File: src/rtl/nn_pkg.sv
// Shared types and constants for the NN stream sequencer: parameter-register
// addresses and the sequencer state encoding.
package nn_pkg;

   localparam int DW_DEF   = 2;
   localparam int N_PARAMS = 9;

   localparam logic [3:0] ADDR_W00 = 4'd0;
   localparam logic [3:0] ADDR_W01 = 4'd1;
   localparam logic [3:0] ADDR_W10 = 4'd2;
   localparam logic [3:0] ADDR_W11 = 4'd3;
   localparam logic [3:0] ADDR_W20 = 4'd4;
   localparam logic [3:0] ADDR_W21 = 4'd5;
   localparam logic [3:0] ADDR_U00 = 4'd6;
   localparam logic [3:0] ADDR_U10 = 4'd7;
   localparam logic [3:0] ADDR_U20 = 4'd8;
   localparam logic [3:0] ADDR_MAX = 4'd8;

   typedef enum logic [1:0] {
      ST_CFG   = 2'd0,
      ST_RUN   = 2'd1,
      ST_DRAIN = 2'd2
   } state_t;

endpackage

File: src/rtl/nn_result_fifo.sv
// Synchronous result FIFO: registered head, occupancy count, pop ignored when empty.
module nn_result_fifo
   import nn_pkg::*;
#(
   parameter int DW         = DW_DEF,
   parameter int FIFO_DEPTH = 4
) (
   input  logic                            clk,
   input  logic                            rst_n,
   input  logic                            push,
   input  logic [DW-1:0]                   push_data,
   input  logic                            pop,
   output logic [DW-1:0]                   head,
   output logic [$clog2(FIFO_DEPTH):0]     count
);

   localparam int AW = $clog2(FIFO_DEPTH);
   localparam int CW = AW + 1;

   logic [DW-1:0] mem [FIFO_DEPTH];
   logic [AW-1:0] wptr;
   logic [AW-1:0] rptr;
   logic          do_pop;

   assign do_pop = pop && (count != '0);
   assign head   = mem[rptr];

   // Storage carries data only, so it is left out of reset.
   always_ff @(posedge clk) begin
      if (push) begin
         mem[wptr] <= push_data;
      end
   end

   always_ff @(posedge clk or negedge rst_n) begin
      if (!rst_n) begin
         wptr  <= '0;
         rptr  <= '0;
         count <= '0;
      end else begin
         if (push) begin
            wptr <= wptr + AW'(1);
         end
         if (do_pop) begin
            rptr <= rptr + AW'(1);
         end
         case ({push, do_pop})
            2'b10:   count <= count + CW'(1);
            2'b01:   count <= count - CW'(1);
            default: count <= count;
         endcase
      end
   end

endmodule

File: src/rtl/nn_stream_sequencer.sv
// Front/back end for the combinational NN core: parameter regfile, CFG/RUN/DRAIN
// control, registered operands and a result FIFO with valid/ready egress.
module nn_stream_sequencer
   import nn_pkg::*;
#(
   parameter int DW         = DW_DEF,
   parameter int FIFO_DEPTH = 4
) (
   input  logic          clk,
   input  logic          rst_n,
   input  logic          cfg_we,
   input  logic [3:0]    cfg_addr,
   input  logic [DW-1:0] cfg_wdata,
   input  logic          cfg_commit,
   input  logic          cfg_unlock,
   output logic          cfg_err,
   output logic [1:0]    state_o,
   input  logic          in_valid,
   output logic          in_ready,
   input  logic [DW-1:0] in_x0,
   input  logic [DW-1:0] in_x1,
   output logic [DW-1:0] x0,
   output logic [DW-1:0] x1,
   output logic [DW-1:0] w00,
   output logic [DW-1:0] w01,
   output logic [DW-1:0] w10,
   output logic [DW-1:0] w11,
   output logic [DW-1:0] w20,
   output logic [DW-1:0] w21,
   output logic [DW-1:0] u00,
   output logic [DW-1:0] u10,
   output logic [DW-1:0] u20,
   input  logic [DW-1:0] net_out,
   output logic          res_valid,
   input  logic          res_ready,
   output logic [DW-1:0] res_data
);

   localparam int CW = $clog2(FIFO_DEPTH) + 1;

   state_t        state_q;
   logic [DW-1:0] prm [N_PARAMS];
   logic          inflight;
   logic [CW-1:0] count;
   logic [CW:0]   occ;
   logic          cfg_ok;
   logic          accept;
   logic          pop;

   assign cfg_ok   = (state_q == ST_CFG) && (cfg_addr <= ADDR_MAX);
   // A sample in flight has a FIFO slot reserved, so overflow is impossible.
   assign occ      = {1'b0, count} + (CW+1)'(inflight);
   assign in_ready = (state_q == ST_RUN) && (occ < (CW+1)'(FIFO_DEPTH));
   assign accept   = in_valid && in_ready;
   assign res_valid = (count != '0);
   assign pop      = res_valid && res_ready;
   assign state_o  = state_q;

   assign w00 = prm[ADDR_W00];
   assign w01 = prm[ADDR_W01];
   assign w10 = prm[ADDR_W10];
   assign w11 = prm[ADDR_W11];
   assign w20 = prm[ADDR_W20];
   assign w21 = prm[ADDR_W21];
   assign u00 = prm[ADDR_U00];
   assign u10 = prm[ADDR_U10];
   assign u20 = prm[ADDR_U20];

   always_ff @(posedge clk or negedge rst_n) begin
      if (!rst_n) begin
         for (int i = 0; i < N_PARAMS; i++) begin
            prm[i] <= '0;
         end
      end else if (cfg_we && cfg_ok) begin
         prm[cfg_addr] <= cfg_wdata;
      end
   end

   always_ff @(posedge clk or negedge rst_n) begin
      if (!rst_n) begin
         state_q <= ST_CFG;
         cfg_err <= 1'b0;
      end else begin
         cfg_err <= cfg_we && !cfg_ok;
         case (state_q)
            ST_CFG:   if (cfg_commit) state_q <= ST_RUN;
            ST_RUN:   if (cfg_unlock) state_q <= ST_DRAIN;
            ST_DRAIN: if (!inflight && (count == '0)) state_q <= ST_CFG;
            default:  state_q <= ST_CFG;
         endcase
      end
   end

   // Operand stage: the core settles during the cycle after acceptance.
   always_ff @(posedge clk or negedge rst_n) begin
      if (!rst_n) begin
         x0       <= '0;
         x1       <= '0;
         inflight <= 1'b0;
      end else begin
         inflight <= accept;
         if (accept) begin
            x0 <= in_x0;
            x1 <= in_x1;
         end
      end
   end

   nn_result_fifo #(
      .DW         (DW),
      .FIFO_DEPTH (FIFO_DEPTH)
   ) u_fifo (
      .clk       (clk),
      .rst_n     (rst_n),
      .push      (inflight),
      .push_data (net_out),
      .pop       (pop),
      .head      (res_data),
      .count     (count)
   );

endmodule

File: config.mk
export PLATFORM = sky130hd
export DESIGN_NAME = nn_stream_sequencer
export DESIGN_NICKNAME = d
export VERILOG_FILES = /design/src/rtl/nn_pkg.sv /design/src/rtl/nn_result_fifo.sv /design/src/rtl/nn_stream_sequencer.sv
export SDC_FILE = /design/constraint.sdc
export NUM_CORES = 1
export LEC_CHECK = 0
export CORE_UTILIZATION = 30
export DETAILED_ROUTE_END_ITERATION = 16
export GPL_TIMING_DRIVEN = 1
export PLACE_DENSITY_LB_ADDON = 0.12
export REMOVE_ABC_BUFFERS = 1
export SLEW_MARGIN = 0
export SYNTH_ARGS = -nofsm -noshare
export SYNTH_HDL_FRONTEND = slang
export SYNTH_SLANG_ARGS = --single-unit
File: constraint.sdc
create_clock -name clk -period 3.1 [get_ports clk]
set_clock_uncertainty 0.15 [all_clocks]
set_input_delay 0.31 -clock clk [delete_from_list [all_inputs] [get_ports clk]]
set_output_delay 0.31 -clock clk [all_outputs]
set_load 0.005 [all_outputs]
Word-level counts from Yosys, hierarchy flattened
Memories as Yosys holds them, arrays and structs flattened.
Index checks and enable logic that the tools add are counted.
{ "op_classes": {"mux": 10, "add_sub_neg": 5, "n_bitwise": 1, "reduce_logical": 16, "eq_ne": 7, "n_lt_le_gt_ge": 4} }
{ "ops": {"columns": ["operator", "count"], "rows": [
  ["bitwise mux 18 bit", 1],
  ["logical AND 1 bit", 9],
  ["demux 2 bit (select 4 bit)", 1],
  ["two-way mux 2 bit", 4],
  ["!= test 2 bit, second input constant", 3],
  ["case mux 2 bit (3 select lines)", 1],
  ["case mux 3 bit (2 select lines)", 1],
  [">= comparator 5 bit, second input constant", 1],
  ["less-than comparator 5 x 1 -> 1 bit, second input constant", 1],
  ["inverter 4 -> 5 bit", 1],
  ["adder 2 x 1 -> 2 bit, second input constant", 2],
  ["adder 3 x 1 -> 4 bit", 1],
  ["equality test 2 x 1 -> 1 bit, second input constant", 2],
  ["equality test 2 bit, second input constant", 2],
  ["<= comparator 4 bit, second input constant", 1],
  ["less-than comparator 4 x 3 -> 1 bit, second input constant", 1],
  ["adder 3 x 1 -> 3 bit, second input constant", 1],
  ["zero test 3 bit", 1],
  ["AND reduction 3 bit", 1],
  ["nonzero test 3 bit", 1],
  ["subtractor 3 x 1 -> 3 bit, second input constant", 1],
  ["zero test 1 bit", 2],
  ["zero test 2 bit", 1],
  ["two-way mux 1 bit", 2],
  ["nonzero test 2 bit", 1]
]} }
{ "word_totals": {"output_inout_bits": 29, "inputBits": 19, "word_cells": 61, "memories": 1, "mem_bits_rw": 8, "regBits": 33} }
{ "memory_table": {"columns": ["name", "depth", "width", "read_ports", "rd_ports_with_merged_regs", "write_ports", "line_no", "source"], "rows": [
  ["u_fifo.mem", 4, 2, 1, 0, 1, "nn_result_fifo.sv:20", "logic [DW-1:0] mem [FIFO_DEPTH];"]
]} }

Depth between registers and ports, before layout
Gate-level depths: netlist of run 1.
{ "depth": {"ltp_word": 6, "ltp_mapped": 7, "mapped_depth_nobuf": 7} }

Hierarchy
From an unflattened synthesis of run 1, not the netlist that was laid out.
{ "hier_totals": {"hier_cells": 120, "hier_area_um2": 1795.5} }
{ "by_module_without_submodules": {"columns": ["module", "cells_per_inst", "area_each_um2", "n_inst"], "rows": [
  ["nn_stream_sequencer", 75, 1109.8, 1],
  ["nn_result_fifo", 45, 685.7, 1]
]} }

Least setup slack after synthesis of run 1
Ideal clock, no wire load.
{ "synth_timing": {"kind": "flip-flop to flip-flop", "startpoint": "reg u_fifo.count[0]", "endpoint": "reg u_fifo.count[2]", "path_stages_with_launch": 8, "arrival_time_ps": 1936, "setup_slack_ps": 887, "required_ps": 2823, "path_cell_list": "dfrtp_1 or3_1 and2_1 ha_1 fa_1 xnor2_1 nor2_1 xor2_1"} }
{ "synth_between": {"elab_chain_len": 5, "elab_cells_between_ends": 9, "cone_classes": "add/sub: 2; eq/ne: 2; mux: 1; reduce/logical: 4"} }
{ "synth_lines": {"columns": ["item", "line_no", "source"], "rows": [
  ["start: declaration", "nn_result_fifo.sv:14", "output logic [$clog2(FIFO_DEPTH):0] count"],
  ["start signal: assignment", "nn_result_fifo.sv:48", "2'b10: count <= count + CW'(1);"],
  ["start signal: assignment", "nn_result_fifo.sv:49", "2'b01: count <= count - CW'(1);"],
  ["start signal: assignment", "nn_result_fifo.sv:50", "default: count <= count;"],
  ["nonzero test 3 bit (*)", "nn_stream_sequencer.sv:55", "assign res_valid = (count != '0);"],
  ["net res_valid", "nn_stream_sequencer.sv:34", "output logic res_valid,"],
  ["logical AND 1 bit", "nn_stream_sequencer.sv:56", "assign pop = res_valid && res_ready;"],
  ["logical AND 1 bit (*)", "nn_result_fifo.sv:25", "assign do_pop = pop && (count != '0);"],
  ["equality test 2 x 1 -> 1 bit or equality test 2 bit (tied branches)", "nn_result_fifo.sv:47", "case ({push, do_pop})"],
  ["case mux 3 bit (2 select lines) or nonzero test 2 bit (tied branches)", null, null]
]} }
The timed path passes the listed nets; every way through them passes the cells marked *.
A chain may end at the register's enable or synchronous reset.

Worst setup path after layout of run 1
{ "layout_timing": {"startpoint": "reg u_fifo.count[0]", "endpoint": "reg u_fifo.count[2]"} }
{ "layout_between": {"elab_chain_len": 5, "elab_cells_between_ends": 9, "cone_classes": "add/sub: 2; eq/ne: 2; mux: 1; reduce/logical: 4"} }
{ "layout_lines": {"columns": ["item", "line_no"], "rows": [
  ["nonzero test 3 bit", "nn_result_fifo.sv:25, nn_stream_sequencer.sv:55"],
  ["logical AND 1 bit", "nn_stream_sequencer.sv:56"],
  ["logical AND 1 bit", "nn_result_fifo.sv:25"],
  ["equality test 2 x 1 -> 1 bit or equality test 2 bit (tied branches)", "nn_result_fifo.sv:47"],
  ["case mux 3 bit (2 select lines) or nonzero test 2 bit (tied branches)", null]
]} }
Parallel ways exist; a longest one is shown, timed or not.

==> results of run 1 <==
## power by group through the flow
stage / combinational [mW] / clock (mW) / sequential (mW)
floorplan: 0.330 / 0 / 0.900
global placement: 0.750 / 0 / 0.906
detailed placement: 0.776 / 0 / 0.920
CTS: 0.780 / 0.345 / 0.911
global route: 0.830 / 0.370 / 0.940
finish: 0.762 / 0.332 / 0.905
## through the flow
step	setup slack, ns	power, mW	area, um2	hold WS [ns]	util
final	0.748	2.00	2410	0.266	0.431
after global routing	0.647	2.14	2410	0.303	0.431
after CTS	0.738	2.04	2410	0.287	0.431
after detailed placement	0.766	1.70	2330	0.345	0.416
after global placement	0.865	1.66	2330	0.341	0.416
after floorplan	0.887	1.23	1770	-0.136	-
## area by class of cell
cell class | instances | area, um2
fillers | 573 | 3190
flip-flops and latches | 41 | 1070
multi-input cells | 73 | 682
clock buffers | 8 | 80.1
well taps | 72 | 90.1
inverters | 5 | 18.8
repair buffers | 48 | 478
## worst paths after layout
check,start,cells past startpoint,to
hold reg to reg,w10[0],1,w10[0]
max in group asynchronous,rst_n,2,u20[1]
min in group clk,w10[0],1,w10[0]
setup reg to reg,u_fifo.count[0],7,u_fifo.count[2]
hold / removal,rst_n,2,x1[1]
setup / recovery,u_fifo.count[0],7,u_fifo.count[2]
## metal layers
layer / track usage / share of wire
met5: 0 / 0
met2: 0.196 / 0.47
met3: 0.0540 / 0.061
met4: 0.0491 / 0.017
met1: 0.155 / 0.45
## flip-flops by register name, indices dropped and copies added (netlist names)
register / flops
u_fifo.count: 3
x0: 2
u10: 2
u_fifo.wptr: 2
w20: 2
w10: 2
w21: 2
w01: 2
inflight: 1
cfg_err: 1
w00: 2
u_fifo.mem: 8
x1: 2
state_o: 2
w11: 2
u20: 2
u00: 2
u_fifo.rptr: 2
## cells in the mapped netlist, drive strengths merged (2+ instances only)
master / count / share of area
ha: 5 / 0.035
and4: 2 / 0.0099
o21ai: 3 / 0.0084
dfrtp: 33 / 0.46
edfxtp: 8 / 0.14
o31a: 2 / 0.011
nor2: 3 / 0.0063
mux4: 2 / 0.025
xor2: 3 / 0.015
xnor2: 3 / 0.015
nor3b: 2 / 0.0084
and2: 5 / 0.018
mux2: 23 / 0.15
inv: 5 / 0.011
nand3: 4 / 0.011
nor4bb: 2 / 0.011
nand2: 5 / 0.011
## logic make-up after synthesis
logic type                 after synthesis  synth area share
DFF                                     41             0.600
adders and majority gates                6            0.0464
muxes                                   26             0.177
and+or+nand+nor                         30             0.112
xor gates and xnor gates                 6            0.0296
buffers and inverters                    6            0.0169
AOI/OAI and AO/OA                        5            0.0190
## layout by cell type (no fill, tap or decap), types with 4 or more instances in the layout
| cell | Yosys | final |
|---|---|---|
| edfxtp_1 | 8 | 8 |
| ha_1 | 5 | 5 |
| mux2_2 | 23 | 23 |
| inv_1 | 5 | 5 |
| clkbuf_8 | 0 | 5 |
| and2_1 | 5 | 5 |
| nand2_1 | 5 | 5 |
| nand3_1 | 4 | 4 |
| clkdlybuf4s50_1 | 0 | 47 |
| dfrtp_1 | 33 | 33 |
==> results by group, run 1 <==
Power and ir drop
  – Clock power frac: 0.166
  – VDD IR max: 396 uV
  – Sequential Power Share: 0.453
  – Sw Ratio: 0.287
  – Psw: 0.574 mW
  – P_leak: a little under 1 nW
  – P_int: approximately 1.4 mW
  – Logic pwr share: 0.381
  – Cell Pwr Density: a little over 800 mW/mm2

Logic synthesis
  – Number of synthesized flops with an enable pin: 8
  – Mean area per synthesized cell: between 10 and 15 um2
  – Mapped Area: approximately 0.0018 mm2
  – Post-Syn Instances: 120
  – #FFs+latches synth: between 40 and 50
  – Ys flop type: dfrtp_1
  – Async set-reset flop share out of synthesis: 0.805
  – Synth warnings: 0
  – Post-synth cell types: 28
  – Register area share after synthesis: 0.600

Drt
  – Routed via count: 1129
  – DR WL/cell: roughly 14 um
  – DRT antenna net count: 0
  – Initial DRC count: 47
  – Pre-Repair DR Iteration Count: 4
  – Post-Route WL: roughly 3.5 mm
  – Post-DR vias/cell: ~4.6
  – Residual DRC: 0

Timing
  – Fin. Hold Viols: 0
  – Setup Viol. Count Final: 0
  – Max frequency: around 430 MHz
  – Worst-Margin Slew: about 0.48 ns
  – Fin crit share: 0.759
  – Slew HR: 0.675
  – Tmin final: 2.35 ns
  – Pins over their slew limit: 0
  – Total Neg Setup Slack: 0 ns
  – RSZ-0062 raised after global routing: no

Floorplan
  – Die X: 79.0 um
  – Die ar.: approximately 0.0062 mm2
  – Core Area: ~0.0056 mm2
  – Initial Util: 0.317
  – I/O Pins: 48
  – FP Rows: 27
  – Height of the die: ~80 um

Worst setup path
  – Worst EP arrival: 2.41 ns
  – Delay-heaviest family, CP: simple AND/OR/NAND/NOR gates
  – Crit-path cells: or3_1 -> and2_1 -> ha_1 -> fa_1 -> xnor2_1 -> nor2_1 -> xor2_1
  – CP Launch Type: flop
  – CP max FO: 4
  – CP max-delay cell: or3_1
  – FF-to-FF setup slack: ~0.75 ns
  – Kind of critical path: flop to flop
  – Bufs and invs on worst path: 0
  – Largest stage delay, worst path: 0.45 ns
  – Worst setup EP type: flop
  – WP data required: roughly 3.2 ns

Clock tree
  – Post-CTS sizing: 0
  – Clock tree buffer depth: 2
  – Setup Buffers After CTS: 0
  – Clock slew at reported path FFs: about 0.070 ns
  – TritonCTS buffer count: 5
  – Clock root cell: clkbuf_8
  – CTS tree: built
  – Latest clock arrival within the worst-skew pair: 0.29 ns
  – Clk sinks: 41
  – H-Tree Level Count: 2
  – CTS Hold Bufs: 0

Min path
  – Hold WC Path Type: input port to async pin

Cells and area
  – Layout area overhead: 35.8%
  – Layout cells sized above 1: 0.200
  – Nets@finish: just under 200
  – Final std cells w/o fill: between 200 and 250
  – ANT cells: 0

Global routing
  – GRT Resource Usage Total: 0.126
  – First-pass GRT wire length: slightly below 6 mm
  – GRT Residual Overflow: 0
  – Vias in the first global route: 1162
  – Initial antenna violation count: 0
  – Largest net degree at the start of global routing: 34

Place
  – GP Congestion: 0.724
  – Post-DP HPWL: approximately 2.7 mm
  – Dpl cells: ~240
  – Port bufs: 47

Job
  – Max Cap Viol: 0

Status
  – Status: finished, final reports clean
Power figures use the tool's default switching activity.
==> run 2, diff against run 1 <==
==> constraint.sdc (replaced) <==
create_clock -name clk -period 2.43 [get_ports clk]
set_clock_uncertainty 0.15 [all_clocks]
set_input_delay 0.243 -clock clk [delete_from_list [all_inputs] [get_ports clk]]
set_output_delay 0.243 -clock clk [all_outputs]
set_load 0.005 [all_outputs]
==> results by group, run 2 (synthesized netlist as in run 1, its figures left out) <==
Clock tree
  – CTS tree: built
  – Clock root cell: clkbuf_8
  – Post-CTS sizing: 0 (unchanged)
  – TritonCTS buffer count: 5 (unchanged)
  – Clock tree buffer depth: 2 (unchanged)
  – Latest clock arrival within the worst-skew pair: 0.29 ns (about the same)
  – CTS Hold Bufs: 0 (unchanged)
  – Clock slew at reported path FFs: 0.08 ns (about the same)
  – H-Tree Level Count: 2 (unchanged)
  – Setup Buffers After CTS: 0 (unchanged)
  – Clk sinks: 41 (unchanged)

Worst setup path
  – R2R Path Start: u_fifo.count[0]
  – Crit path from: u_fifo.count[0]
  – Worst setup EP type: flop
  – Worst r2r path cells: 7 (unchanged)
  – CP Launch Type: flop
  – WP data required: 2.49 ns (-0.67 ns)
  – FF-to-FF setup slack: 0.18 ns (-0.56 ns)
  – Worst R2R End: u_fifo.count[2]
  – Worst EP arrival: 2.31 ns (-0.10 ns)
  – Kind of critical path: flop to flop
  – CP max FO: 4 (unchanged)

Timing
  – Total Neg Setup Slack: 0 ns (unchanged)
  – RSZ-0062 raised after global routing: no
  – Pins over their slew limit: 0 (unchanged)
  – Fin. Hold Viols: 0 (unchanged)
  – Fin crit share: 0.924 (+0.165)
  – Tmin final: 2.25 ns (-0.107 ns)
  – Worst-Margin Slew: 0.420 ns (-0.0643 ns)
  – Max frequency: 445 MHz (+4.8%)
  – Slew HR: 0.720 (+0.0453)
  – Setup Viol. Count Final: 0 (unchanged)

Cells and area
  – Most frequent cells in the layout: clkdlybuf4s50_1, dfrtp_1, mux2_2
  – Nets@finish: 202 (+1.5%)
  – Filler cells: 549 (-4.2%)
  – Final Util: 0.439 (+0.00870)
  – Area of the multi-input gates: 682 um2 (unchanged)
  – Layout area overhead: 38.6%
  – Layout cells sized above 1: 0.219 (+0.0191)
  – Most flops, register: u_fifo.mem
  – Max reg flops: 8 (unchanged)
  – Biggest regs: u_fifo.mem x8, u_fifo.count x3
  – Register area: 0.00107 mm2 (unchanged)
  – ANT cells: 0 (unchanged)
  – Most common cell after layout, fill and taps aside: clkdlybuf4s50_1

Place
  – Post-DP HPWL: 2.60 mm (-2.4%)
  – GP Congestion: 0.734 (+1.3%)
  – Port bufs: 47 (unchanged)

Drt
  – DR WL/cell: 13.9 um (-3.3%)
  – Post-DR vias/cell: 4.54 (-0.59%)
  – Residual DRC: 0 (unchanged)
  – Pre-Repair DR Iteration Count: 4 (unchanged)
  – Initial DRC count: 29 (-38%)
  – DRT antenna net count: 0 (unchanged)
  – Routed via count: 1136 (+0.62%)
  – Post-Route WL: 3.47 mm (-2.1%)

Floorplan
  – Die ar.: 0.00624 mm2 (unchanged)
  – Core Area: 0.00561 mm2 (unchanged)
  – Die X: 79.0 um (unchanged)
  – Height of the die: 79.0 um (unchanged)
  – FP Rows: 27 (unchanged)
  – Initial Util: 0.317 (unchanged)
  – I/O Pins: 48 (unchanged)

Global routing
  – Largest net degree at the start of global routing: 34 (unchanged)
  – Vias in the first global route: 1193 (+2.7%)
  – Initial antenna violation count: 0 (unchanged)
  – First-pass GRT wire length: 5.81 mm (-1.2%)
  – GRT Resource Usage Total: 0.124 (-0.00263)
  – GRT Residual Overflow: 0 (unchanged)

Power and ir drop
  – Sequential Power Share: 0.431 (-0.022)
  – VDD IR max: 425 uV (+7.2%)
  – Logic pwr share: 0.372 (-0.009)
  – P_int: 1.94 mW (+36%)
  – Cell Pwr Density: 1080 mW/mm2 (+31%)
  – P_leak: 1.02 nW (+2.8%)
  – Psw: 0.734 mW (+28%)
  – Clock power frac: 0.198 (+0.032)
  – Sw Ratio: 0.275 (-0.0122)

Job
  – Max Cap Viol: 0 (unchanged)

Status
  – Status: finished, final reports clean

Min path
  – Hold WC Path Type: input port to async pin
==> run 2: cell count changes in the layout (fill, tap and decap cells not counted) <==
cell	previous run	this run
clkbuf_1	3	1
buf_4	1	4
clkinv_1	0	1
bufinv_16	0	1
==> run 2: routing by layer <==
layer	vias to the layer above	part of all wire	track usage
met3	5	0.052	0.0414
li1	546	-	-
met4	0	0.0098	0.0436
met2	31	0.47	0.201
met1	554	0.47	0.154
met5	-	0	0
==> run 2: how the worst max path moves through the flow <==
stage | end | slack (ns) | cells after the start
2_1_floorplan | u_fifo.count[2] | 0.22 | 7
3_3_place_gp | u_fifo.count[2] | 0.24 | 7
3_5_place_dp | u_fifo.count[2] | 0.20 | 7
4_1_cts | u_fifo.count[2] | 0.18 | 7
5_1_grt | u_fifo.count[2] | 0.11 | 7
6_report | u_fifo.count[2] | 0.18 | 7
==> run 2: area by class of cell <==
cell class                      instances  area share
Timing Repair Buffer                   51       0.203
Clock inverter                          2      0.0137
Clock buffer                            6      0.0295
Inverter                                5     0.00762
Tap cell                               72      0.0366
Multi-Input combinational cell         73       0.277
Sequential cell                        41       0.433
==> run 2: power by group through the flow <==
stage	combinational, mW	sequential (mW)	clock [mW]
after global placement	0.981	1.15	0
after CTS	1.01	1.16	0.544
after detailed placement	1.01	1.17	0
after floorplan	0.421	1.15	0
after global routing	1.08	1.20	0.569
final	0.992	1.15	0.527
==> run 2: through the flow <==
step	worst slack (ns)	power [mW]	area, um2	hold WS [ns]	cells
after floorplan	0.217	1.57	1770	-0.203	119
after global placement	0.235	2.13	2360	0.339	242
after detailed placement	0.203	2.17	2360	0.342	242
after CTS	0.176	2.71	2460	0.221	250
after global routing	0.110	2.85	2460	0.255	250
final	0.185	2.67	2460	0.208	250
==> run 2: critical path, stage by stage (launching register included) <==
cell	delay [ns]
dfrtp_1	0.43
or3_1	0.40
and2_1	0.19
ha_1	0.22
fa_1	0.38
xnor2_1	0.13
nor2_1	0.11
xor2_1	0.16
